File: src/rtl/gsplat_video_timing.sv
// gsplat_video_timing: raster timing generator.
// A pixel-enable divider drives horizontal/vertical counters, from which the
// blanking, data-enable and sync signals are decoded combinationally. It also
// produces registered frame-start and programmable line-interrupt pulses.
// Optional frame counter: define GSPLAT_VT_FRAMECNT_EN to build it; otherwise
// frame_cnt is tied to zero.
module gsplat_video_timing #(
  parameter int CE_DIV   = 2,
  parameter int H_ACTIVE = 640,
  parameter int H_FP     = 16,
  parameter int H_SYNC   = 96,
  parameter int H_BP     = 48,
  parameter int V_ACTIVE = 480,
  parameter int V_FP     = 10,
  parameter int V_SYNC   = 2,
  parameter int V_BP     = 33,
  parameter bit HS_POL   = 1'b0,
  parameter bit VS_POL   = 1'b0,
  parameter int CW       = 12
) (
  input  logic          clk_sys,
  input  logic          reset,
  input  logic          enable,
  input  logic [CW-1:0] line_match,
  output logic          ce_pix,
  output logic [CW-1:0] hc,
  output logic [CW-1:0] vc,
  output logic          de,
  output logic          hs,
  output logic          vs,
  output logic          hblank,
  output logic          vblank,
  output logic          frame_start,
  output logic          line_irq,
  output logic [15:0]   frame_cnt
);

  localparam int HT = H_ACTIVE + H_FP + H_SYNC + H_BP;
  localparam int VT = V_ACTIVE + V_FP + V_SYNC + V_BP;

  // Reject geometries the counters cannot represent and illegal dividers.
  if (HT > (2 ** CW) || VT > (2 ** CW) || CE_DIV < 1 || CE_DIV > 16) begin : g_bad_cfg
    $error("gsplat_video_timing: HT/VT exceed 2**CW or CE_DIV outside 1..16");
  end

  localparam logic [3:0]  DIV_LAST = 4'(CE_DIV - 1);
  localparam logic [CW-1:0] H_LAST = CW'(HT - 1);
  localparam logic [CW-1:0] V_LAST = CW'(VT - 1);
  // Decode thresholds are one bit wider so an edge value of 2**CW cannot alias.
  localparam logic [CW:0] H_ACT_E = (CW + 1)'(H_ACTIVE);
  localparam logic [CW:0] H_SS_E  = (CW + 1)'(H_ACTIVE + H_FP);
  localparam logic [CW:0] H_SE_E  = (CW + 1)'(H_ACTIVE + H_FP + H_SYNC);
  localparam logic [CW:0] V_ACT_E = (CW + 1)'(V_ACTIVE);
  localparam logic [CW:0] V_SS_E  = (CW + 1)'(V_ACTIVE + V_FP);
  localparam logic [CW:0] V_SE_E  = (CW + 1)'(V_ACTIVE + V_FP + V_SYNC);

  logic [3:0]    div_q, div_d;
  logic          ce_pix_q, ce_pix_d;
  logic [CW-1:0] hc_q, hc_d;
  logic [CW-1:0] vc_q, vc_d;
  logic          frame_start_q, frame_start_d;
  logic          line_irq_q, line_irq_d;
  logic [CW:0]   hc_e, vc_e;
  logic          hsync_raw, vsync_raw;

  // Next-state: divider, raster counters and the wrap-derived pulses.
  // enable=0 freezes everything; the pending ce_pix is dropped, not replayed.
  always_comb begin
    div_d         = div_q;
    ce_pix_d      = 1'b0;
    hc_d          = hc_q;
    vc_d          = vc_q;
    frame_start_d = 1'b0;
    line_irq_d    = 1'b0;
    if (enable) begin
      div_d    = (div_q == DIV_LAST) ? 4'd0 : div_q + 4'd1;
      ce_pix_d = (div_q == DIV_LAST);
      if (ce_pix_q) begin
        if (hc_q == H_LAST) begin
          hc_d          = '0;
          vc_d          = (vc_q == V_LAST) ? '0 : vc_q + CW'(1);
          // Compared against the new line, so out-of-range targets never match.
          line_irq_d    = (vc_d == line_match);
          frame_start_d = (vc_q == V_LAST);
        end else begin
          hc_d = hc_q + CW'(1);
        end
      end
    end
  end

  // State register with synchronous reset that overrides enable.
  always_ff @(posedge clk_sys) begin
    if (reset) begin
      div_q         <= '0;
      ce_pix_q      <= 1'b0;
      hc_q          <= '0;
      vc_q          <= '0;
      frame_start_q <= 1'b0;
      line_irq_q    <= 1'b0;
    end else begin
      div_q         <= div_d;
      ce_pix_q      <= ce_pix_d;
      hc_q          <= hc_d;
      vc_q          <= vc_d;
      frame_start_q <= frame_start_d;
      line_irq_q    <= line_irq_d;
    end
  end

  // Zero-latency decode of blanking, data enable and sync from the counters.
  always_comb begin
    hc_e      = {1'b0, hc_q};
    vc_e      = {1'b0, vc_q};
    hblank    = (hc_e >= H_ACT_E);
    vblank    = (vc_e >= V_ACT_E);
    de        = ~(hblank | vblank);
    hsync_raw = (hc_e >= H_SS_E) && (hc_e < H_SE_E);
    vsync_raw = (vc_e >= V_SS_E) && (vc_e < V_SE_E);
    hs        = hsync_raw ^ HS_POL;
    vs        = vsync_raw ^ VS_POL;
  end

  assign ce_pix      = ce_pix_q;
  assign hc          = hc_q;
  assign vc          = vc_q;
  assign frame_start = frame_start_q;
  assign line_irq    = line_irq_q;

`ifdef GSPLAT_VT_FRAMECNT_EN
  logic [15:0] frame_cnt_q, frame_cnt_d;

  // Count completed frames; advances on the same edge that raises frame_start.
  always_comb begin
    frame_cnt_d = frame_cnt_q;
    if (frame_start_d) begin
      frame_cnt_d = frame_cnt_q + 16'd1;
    end
  end

  // Frame counter register.
  always_ff @(posedge clk_sys) begin
    if (reset) begin
      frame_cnt_q <= 16'd0;
    end else begin
      frame_cnt_q <= frame_cnt_d;
    end
  end

  assign frame_cnt = frame_cnt_q;
`else
  assign frame_cnt = 16'h0000;
`endif

endmodule
File: config.mk
export PLATFORM = sky130hd
export DESIGN_NAME = gsplat_video_timing
export DESIGN_NICKNAME = d
export VERILOG_FILES = /design/src/rtl/gsplat_video_timing.sv
export SDC_FILE = /design/constraint.sdc
export NUM_CORES = 1
export LEC_CHECK = 0
export ABC_CLOCK_PERIOD_IN_PS = 2400
export BUFFER_PORTS_ARGS = -buffer_cell sky130_fd_sc_hd__clkbuf_2
export CAP_MARGIN = 25
export CORE_ASPECT_RATIO = 1.5
export CORE_MARGIN = 2
export CORE_UTILIZATION = 51
export DETAILED_ROUTE_END_ITERATION = 16
export MAX_ROUTING_LAYER = met4
export PLACE_DENSITY = 0.8
export SYNTH_ARGS = -nofsm -noshare
export SYNTH_HDL_FRONTEND = slang
export SYNTH_SLANG_ARGS = --single-unit
File: constraint.sdc
create_clock -name clk_sys -period 2.4 [get_ports clk_sys]
set_input_delay 0.36 -clock clk_sys [delete_from_list [all_inputs] [get_ports clk_sys]]
set_output_delay 0.36 -clock clk_sys [all_outputs]
set_load 0.01 [all_outputs]
==> flow_summary.ini, run 1 <==
[cells_and_area]
instances_no_fill = 351
area_growth_pct = 17.1
nets = 327
fillCellCount = 365
drive_above_1_share_pct = 24.4
diodes = 0

[floorplan]
num_rows = 27
initial_core_util_pct = 54.1
die_w_um = 55.3
design.core.area_mm2 = 0.00372
die_h_um = 80.9
ioPinCount = 63
die_area_mm2 = 0.00447

[synth]
synth.distinct_cells = 51
synth-adder-area-share_pct = 2.49
ys_warn_count = 0
synth_edf_count = 0
synth_flop_cell = dfxtp_1
synthArstFlopShare_pct = 0
synth_top_cell_area_share_pct = 30.9
yosys.area.top_type = dfxtp_1
synth_xor_area_share_pct = 13.1
synth_top_family_by_area = simple AND/OR/NAND/NOR gates
synth_compound_area_share_pct = 10.8
synthCells = 256
ys_seq_elements = 31
synth_area_mm2 = 0.00201
synth_seq_area_share_pct = 30.9
muxShareOfSynthArea_pct = 0.498
synth.avg_cell_area_um2 = 7.85
synthTopCellsByArea = dfxtp_1 31%, xnor2_1 6.5%, xor2_1 6.5%
yosys.area_share.simple_pct = 31.8

[placed_design]
dp.cells = 344
port_buffers = 46
pre_cts_slack_ps = 259
dp_hpwl_mm = 3.92
gp_congestion = 0.964

[detailed_routing]
route.detailed.drc = 0
first_iter_violations = 81
routed_wirelength_mm = 5.03
vias = 1964
avgViaCountPerCell = 5.60
routedWlPerCell_um = 14.3
first_pass_iters = 5
ant_nets = 0

[grt]
grt_max_degree = 15
antenna_found_initial = 0
grt_overflow = 0
grt_pass1_vias = 1914
grt_pass1_wl_mm = 8.67
grt_usage_pct = 25.1

[run_status]
status = complete, no violations

[cts]
cts_resized = 0
root_buffer = clkbuf_8
clkSinkCount = 31
cts_buffers = 5
htreeDepth = 2
cts.clk_slew.worst_paths_ps = 70
clock_latency_ps = 290
cts_tree = done
ctsHoldBuffers = 0
postCtsSetupBuffers = 0
ctsLongestPathBuffers = 2

[sta]
timing.hold.ws_ps = 407
fin_crit_sh_pct = 90.0
drv_slew = 0
clock_skew_ps = 7.86
setup_slack_ps = 241
final.setup.tns_ps = 0
post-route-min-period_ps = 2160
fmax_ghz = 0.463
hold_violations = 0
grt_setup_unrepaired = false
setup_violations = 0

[critical_path]
reg2reg_slack_ps = 240
r2r_start = hc[7]
r2r_cells = 7
cp-start-kind = register
rr_endpoint = vc[4]
path_class = reg -> reg
critPathRequiredTime_ps = 2610
cp-end-kind = register
crit_arrival_ps = 2370
critPathMaxFanout = 7

[job]
drv_cap = 0

[power]
leakage_nw = 0.982
powerDensity_mw_per_mm2 = 428
ir_drop_mv = 0.427

[worst_hold_path]
holdPathEnd = line_irq
holdPathStages = 3
holdCritStartpoint = line_match[9]
hold_path_class = in -> reg
-- metrics by stage --
stage          total power [W]  util, %  cell area (um2)
2_1_floorplan         0.000592        -             2070
3_3_place_gp          0.000598     60.9             2260
3_5_place_dp          0.000598     60.9             2260
4_1_cts                0.00102     63.3             2350
5_1_grt                0.00105     63.3             2350
6_report               0.00101     63.3             2350
-- cells in the mapped netlist (3+ instances only) --
master    instances
dfxtp_1          31
nor2_1           29
nand2_1          24
buf_4            17
nand3_1          15
xnor2_1          15
xor2_1           15
inv_1            10
a21oi_1           9
nor3_1            9
clkbuf_1          8
o21ai_0           8
nand4_1           7
a31oi_1           6
or3_1             5
ha_1              4
and3_1            3
nor4b_1           3
-- routing by layer --
metal	vias up	track usage [%]	part of all wire, %
li1	960	-	-
met1	907	25.7	38
met2	73	43.3	52
met3	24	5.10	4.9
met4	0	17.1	4.9
met5	-	-	0
-- critical path, cell delays in order (launching register included) --
cell     delay [ps]
dfxtp_1         370
or4b_2          740
nor4_4          260
buf_4           180
nand3_1         190
o21ai_0         210
nand2_1          70
o31ai_1          60
-- power breakdown --
group,switching (W),internal (W),total [W]
clock,0.000194,0.000225,0.000419
combinational,0.0000420,0.0000251,0.0000671
sequential,0.00000335,0.000517,0.000521
total,0.000239,0.000767,0.00101
-- flip-flops by register name (all words and copies together) (netlist names) --
signal       cells
frame_start      1
ce_pix           1
line_irq         1
vc              12
div_q            4
hc              12
-- cell families after synthesis --
kind of cell / after synthesis
and+or+nand+nor: 117
muxes: 1
adders and majority gates: 4
buffers and inverters: 37
xor gates and xnor gates: 30
other: 1
AOI/OAI and AO/OA: 35
DFF: 31
-- layout by cell type (no fill, tap or decap), types with 4 or more instances in the layout --
cell and count:
a21oi_1 9, nand4_1 7, clkbuf_8 6, inv_1 10, nand3_1 15, ha_1 4, nor3_1 9, o21ai_0 8
nand2_1 24, a31oi_1 6, dfxtp_1 31, xnor2_1 15, nor2_1 29, conb_1 16, or3_1 5, clkbuf_2 46
buf_4 11, xor2_1 15
-- layout make-up --
class / count / area, um2 / area share (%)
clock buffer: 6 / 82.6 / 3.51
sequential: 31 / 621 / 26.4
multi-input combinational: 203 / 1240 / 52.7
timing repair buffer: 57 / 313 / 13.3
clock inverter: 1 / 5.00 / 0.213
inverter: 10 / 37.5 / 1.60
tap: 43 / 53.8 / 2.29
-- worst max-delay path by stage --
stage               start  slack [ps]  depth (start not counted)        to
floorplan           hc[4]         290                          7  line_irq
global placement    hc[7]         250                          6  line_irq
detailed placement  hc[7]         260                          7     vc[4]
CTS                 hc[7]         240                          6  line_irq
global route        vc[6]         100                          6  line_irq
finish              hc[7]         240                          7     vc[4]
(Power assumes the default switching activity.)
==> run 2, diff against run 1 <==
==> config.mk (replaced) <==
export PLATFORM = sky130hd
export DESIGN_NAME = gsplat_video_timing
export DESIGN_NICKNAME = d
export VERILOG_FILES = /design/src/rtl/gsplat_video_timing.sv
export SDC_FILE = /design/constraint.sdc
export NUM_CORES = 1
export LEC_CHECK = 0
export ABC_CLOCK_PERIOD_IN_PS = 1900
export BUFFER_PORTS_ARGS = -buffer_cell sky130_fd_sc_hd__clkbuf_2
export CAP_MARGIN = 25
export CORE_ASPECT_RATIO = 1.5
export CORE_MARGIN = 2
export CORE_UTILIZATION = 46
export DETAILED_ROUTE_END_ITERATION = 16
export MAX_ROUTING_LAYER = met4
export PLACE_DENSITY = 0.76
export SYNTH_ARGS = -nofsm -noshare
export SYNTH_HDL_FRONTEND = slang
export SYNTH_SLANG_ARGS = --single-unit
==> constraint.sdc (replaced) <==
create_clock -name clk_sys -period 1.9 [get_ports clk_sys]
set_input_delay 0.285 -clock clk_sys [delete_from_list [all_inputs] [get_ports clk_sys]]
set_output_delay 0.285 -clock clk_sys [all_outputs]
set_load 0.01 [all_outputs]
==> run 2 against run 1 <==
Effect of this change: final area rose by 18%; count of clock-buffer cells in the layout grew 1; routed wire length rose by 16%; largest cell class unchanged; sequential cell count is the same; first-iteration DRC count grew 14%.
==> flow_summary.ini, run 2 (synthesis gave the netlist of run 1 again) <==
[run_status]
status = complete, no violations

[power]
leakage_nw = 1.18
swShare_pct = 23.5
ir_drop_mv = 0.556
switching_power_w = 0.000313
clock_power_share_pct = 43.5
seqPwrFrac_pct = 49.3
pwr-share-comb_pct = 7.2
powerDensity_mw_per_mm2 = 477
internal_power_w = 0.00101

[sta]
slew_headroom_pct = 60.4
timing.hold.ws_ps = 344
fmax_ghz = 0.529
grt_setup_unrepaired = true
fin_crit_sh_pct = 99.5
setup_violations = 0
clock_skew_ps = 3.70
setup_slack_ps = 10.0
drv_slew = 0
hold_violations = 0
post-route-min-period_ps = 1890
max_slew.worst_pin.slew_ps = 590

[cells_and_area]
post-route-util_pct = 66.1
fillCellCount = 354
nets = 359
layout_common_cells = 45 x clkbuf_2, 40 x buf_4, 27 x nor2_1
layout_commonest_cell = clkbuf_2
area_growth_pct = 38.5
diodes = 0
drive_above_1_share_pct = 40.8

[floorplan]
die_h_um = 84.9
ioPinCount = 63
initial_core_util_pct = 47.7
num_rows = 29
die_area_mm2 = 0.00492
die_w_um = 58.0
design.core.area_mm2 = 0.00421

[critical_path]
rr_endpoint = line_irq
critPathMaxFanout = 5
path_class = reg -> reg
crit_slowest_cell = or4b_4
critPathMaxStageDelay_ps = 570
r2r_start = vc[11]
cp-end-kind = register
crit_arrival_ps = 2090
r2r_cells = 5
cp-start-kind = register
reg2reg_slack_ps = 10
crit_chain = or4b_4, or3_4, nor3_1, o31ai_1, nor4_2
critPathRequiredTime_ps = 2100

[placed_design]
gp_congestion = 0.910
port_buffers = 46
pre_cts_slack_ps = -69.8
dp_hpwl_mm = 4.40

[cts]
cts_tree = done
htreeDepth = 2
cts_buffers = 5
ctsHoldBuffers = 0
cts.clk_slew.worst_paths_ps = 60
ctsLongestPathBuffers = 2
clock_latency_ps = 280
clkSinkCount = 31
root_buffer = clkbuf_8

[detailed_routing]
first_iter_violations = 92
routed_wirelength_mm = 5.82
first_pass_iters = 4
route.detailed.drc = 0
avgViaCountPerCell = 5.49
routedWlPerCell_um = 15.0
ant_nets = 0
vias = 2123

[grt]
grt_pass1_wl_mm = 9.20
grt_pass1_vias = 2058
antenna_found_initial = 0
grt_usage_pct = 24.8
grt_overflow = 0
grt_max_degree = 14

[worst_hold_path]
holdPathStages = 3
hold_path_class = in -> reg
holdPathEnd = line_irq
holdCritStartpoint = line_match[9]

[job]
drv_cap = 0
-- run 2: changes by cell type in the layout (fill, tap and decap cells not counted), sizes merged --
cell and delta:
clkinvlp +1, clkinv -1, buf +33
-- run 2: per-stage QoR --
step / cells / power [W] / area, um2 / setup TNS (ps)
after floorplan: 271 / 0.000745 / 2150 / -80.6
after global placement: 377 / 0.000757 / 2550 / -72.7
after detailed placement: 377 / 0.000759 / 2550 / -158
after CTS: 385 / 0.00134 / 2690 / -49.6
after global routing: 387 / 0.00137 / 2780 / -322
final: 387 / 0.00133 / 2780 / 0
-- run 2: final cells by class --
cell class | count | area (um2) | share of cell area (%)
sequential | 31 | 643 | 23.1
timing repair buffer | 89 | 564 | 20.3
tap | 46 | 57.6 | 2.07
clock buffer | 7 | 96.3 | 3.46
multi-input combinational | 203 | 1380 | 49.5
inverter | 10 | 37.5 | 1.35
clock inverter | 1 | 7.51 | 0.270
-- run 2: power by group through the flow --
| stage | registers (W) | logic, W | clock network [W] |
|---|---|---|---|
| 2_1_floorplan | 0.000669 | 0.0000759 | 0 |
| 3_3_place_gp | 0.000669 | 0.0000879 | 0 |
| 3_5_place_dp | 0.000669 | 0.0000895 | 0 |
| 4_1_cts | 0.000654 | 0.0000911 | 0.000595 |
| 5_1_grt | 0.000655 | 0.000104 | 0.000616 |
| 6_report | 0.000654 | 0.0000953 | 0.000578 |
-- run 2: worst max path at each step --
stage | start | endpoint | slack [ps]
floorplan | vc[4] | line_irq | -50
CTS | vc[10] | vs | -40
global placement | vc[4] | line_irq | -40
finish | vc[11] | line_irq | 10
detailed placement | vc[4] | line_irq | -70
global route | vc[11] | line_irq | -100
-- run 2: per-layer routing --
layer | track usage, % | vias to the layer above | share of wire [%]
met5 | - | - | 0
met2 | 45.0 | 81 | 56
li1 | - | 1028 | -
met3 | 4.42 | 25 | 4.6
met4 | 12.3 | 0 | 3.7
met1 | 24.5 | 989 | 35
-- run 2: critical path: cells and delay by family, from the launching register on --
| family | cells | cell delay, ps |
|---|---|---|
| AOI/OAI and AO/OA | 1 | 120 |
| DFF | 1 | 320 |
| and+or+nand+nor | 4 | 1380 |
-- run 2: repair_timing --
action	in CTS	in global routing
buffers inserted	0	2
pin swaps	5	13
resized for setup	6	25
setup endpoints to repair	5	17
==> run 3, diff against run 2 <==
--- a/config.mk
+++ b/config.mk
@@ -11,9 +11,11 @@
 export CORE_ASPECT_RATIO = 1.5
 export CORE_MARGIN = 2
 export CORE_UTILIZATION = 46
+export CTS_CLUSTER_DIAMETER = 50
 export DETAILED_ROUTE_END_ITERATION = 16
 export MAX_ROUTING_LAYER = met4
 export PLACE_DENSITY = 0.76
+export REMOVE_ABC_BUFFERS = 1
 export SYNTH_ARGS = -nofsm -noshare
 export SYNTH_HDL_FRONTEND = slang
 export SYNTH_SLANG_ARGS = --single-unit
==> run 3 against run 2 <==
Effect of this change: the run now ends with negative setup slack left; final cell count is 4.4% higher; power is 5.6% lower; via count is 2.3% higher; worst hold slack worse by 7.8 ps; sequential cell count stayed put; count of clock-buffer cells in the layout stayed put; routed wire length is 5.7% higher; register-to-register slack worse by 40 ps; first-iteration DRC count is 12% lower; critical path type unchanged; critical endpoint unchanged; largest cell class unchanged; largest power group unchanged.
==> flow_summary.ini, run 3 (synthesis gave the netlist of run 1 again) <==
[sta]
drv_slew = 0
clock_skew_ps = 4.55
hold_violations = 0
post-route-min-period_ps = 1930
fin_crit_sh_pct = 102
grt_setup_unrepaired = true
setup_slack_ps = -33.1
fmax_ghz = 0.517
setup_violations = 5

[grt]
grt_pass1_wl_mm = 9.44
grt_max_degree = 14
busiest_layer = met2
antenna_found_initial = 0
grt_overflow = 0
grt_pass1_vias = 2029
met1_usage_pct = 26.5
global_route.usage.met3_pct = 4.27
grtUsageMet2_pct = 45.7
grt_usage_pct = 25.2

[detailed_routing]
routedWlPerCell_um = 15.2
routed_wirelength_mm = 6.15
first_pass_iters = 4
first_iter_violations = 81
route.detailed.drc = 0
ant_nets = 0
avgViaCountPerCell = 5.37
vias = 2171

[job]
drv_cap = 0

[cts]
htreeDepth = 2
cts_buffers = 5
cts.clk_slew.worst_paths_ps = 70
root_buffer = clkbuf_8
cts_tree = done
clkSinkCount = 31
ctsLongestPathBuffers = 2
clock_latency_ps = 280

[critical_path]
critPathRequiredTime_ps = 2070
cp-end-kind = register
cp-start-kind = register
crit_arrival_ps = 2100
path_class = reg -> reg
critPathMaxFanout = 4
reg2reg_slack_ps = -30

[floorplan]
num_rows = 29
die_area_mm2 = 0.00492
die_w_um = 58.0
design.core.area_mm2 = 0.00421
initial_core_util_pct = 47.7
die_h_um = 84.9
ioPinCount = 63

[placed_design]
dp.cells = 389
postPlaceCellArea_mm2 = 0.00258
gp_congestion = 1.03
pre_cts_slack_ps = -181
dp_hpwl_mm = 4.39
port_buffers = 46

[cells_and_area]
fillCellCount = 347
nets = 376
drive_above_1_share_pct = 42.7
diodes = 0
instances_no_fill = 404
area_growth_pct = 44.3
fin_area_mm2 = 0.00290
layout_common_cells = 57 x buf_4, 45 x clkbuf_2, 26 x nor2_1
layout_commonest_cell = buf_4

[worst_hold_path]
hold_path_class = in -> reg

[run_status]
violations = negative setup slack
status = finished with violations

[power]
total_power_w = 0.00125
ir_drop_mv = 0.439
powerDensity_mw_per_mm2 = 433
leakage_nw = 1.25
run 3: cell count changes in the layout (fill, tap and decap cells not counted), moves of 2 or more:
cell | previous run | this run
inv_1 | 10 | 8
dfxtp_2 | 9 | 6
nand3_1 | 13 | 11
clkbuf_8 | 7 | 5
dfxtp_1 | 19 | 24
o21ai_0 | 5 | 7
dfxtp_4 | 3 | 1
nand3_2 | 1 | 3
clkbuf_1 | 0 | 2
buf_4 | 40 | 57
run 3: metrics by stage:
step / utilization (%) / TNS (ps) / hold slack [ps]
global placement: 61.4 / -302 / 498
detailed placement: 61.4 / -765 / 507
finish: 68.9 / -91.7 / 336
CTS: 65.3 / -41.2 / 319
floorplan: - / -997 / 354
global route: 68.9 / -865 / 343
run 3: timing repair:
action,4_1_cts,5_1_grt
pin swaps,8,23
endpoints found under the setup margin,12,12
gates resized for setup,15,31
cloned,0,0
buffers inserted,2,5
hold buffers,0,0
run 3: layer usage:
layer | vias up | share of wire (%)
met2 | 68 | 56
met1 | 1020 | 37
met5 | - | 0
li1 | 1065 | -
met4 | 0 | 2.9
met3 | 18 | 4.0
run 3: worst max-delay path, stage by stage (launching register included):
cell	delay [ps]
dfxtp_2	320
or4b_4	570
or3_4	450
buf_4	160
nand3_2	80
o311ai_4	90
nand4_1	100
nor4_2	40
run 3: final timing paths:
kind / from / to / cells after the start
hold reg to reg: div_q[1] / ce_pix / 1
setup / recovery: vc[11] / line_irq / 7
hold / removal: line_match[9] / line_irq / 3
setup reg to reg: vc[11] / line_irq / 7
run 3: cell type report:
class | instances | area, um2 | area share (%)
inverter | 10 | 40.0 | 1.38
timing repair buffer | 106 | 692 | 23.9
clock buffer | 7 | 76.3 | 2.63
tap | 46 | 57.6 | 1.99
clock inverter | 1 | 5.00 | 0.173
multi-input combinational | 203 | 1400 | 48.2
sequential | 31 | 632 | 21.8
run 3: report_power, final:
part	switching, W	internal, W	total, W
Combinational	0.0000601	0.0000388	0.0000989
Sequential	0.00000361	0.000652	0.000656
Clock	0.000243	0.000257	0.000499
Total	0.000306	0.000947	0.00125
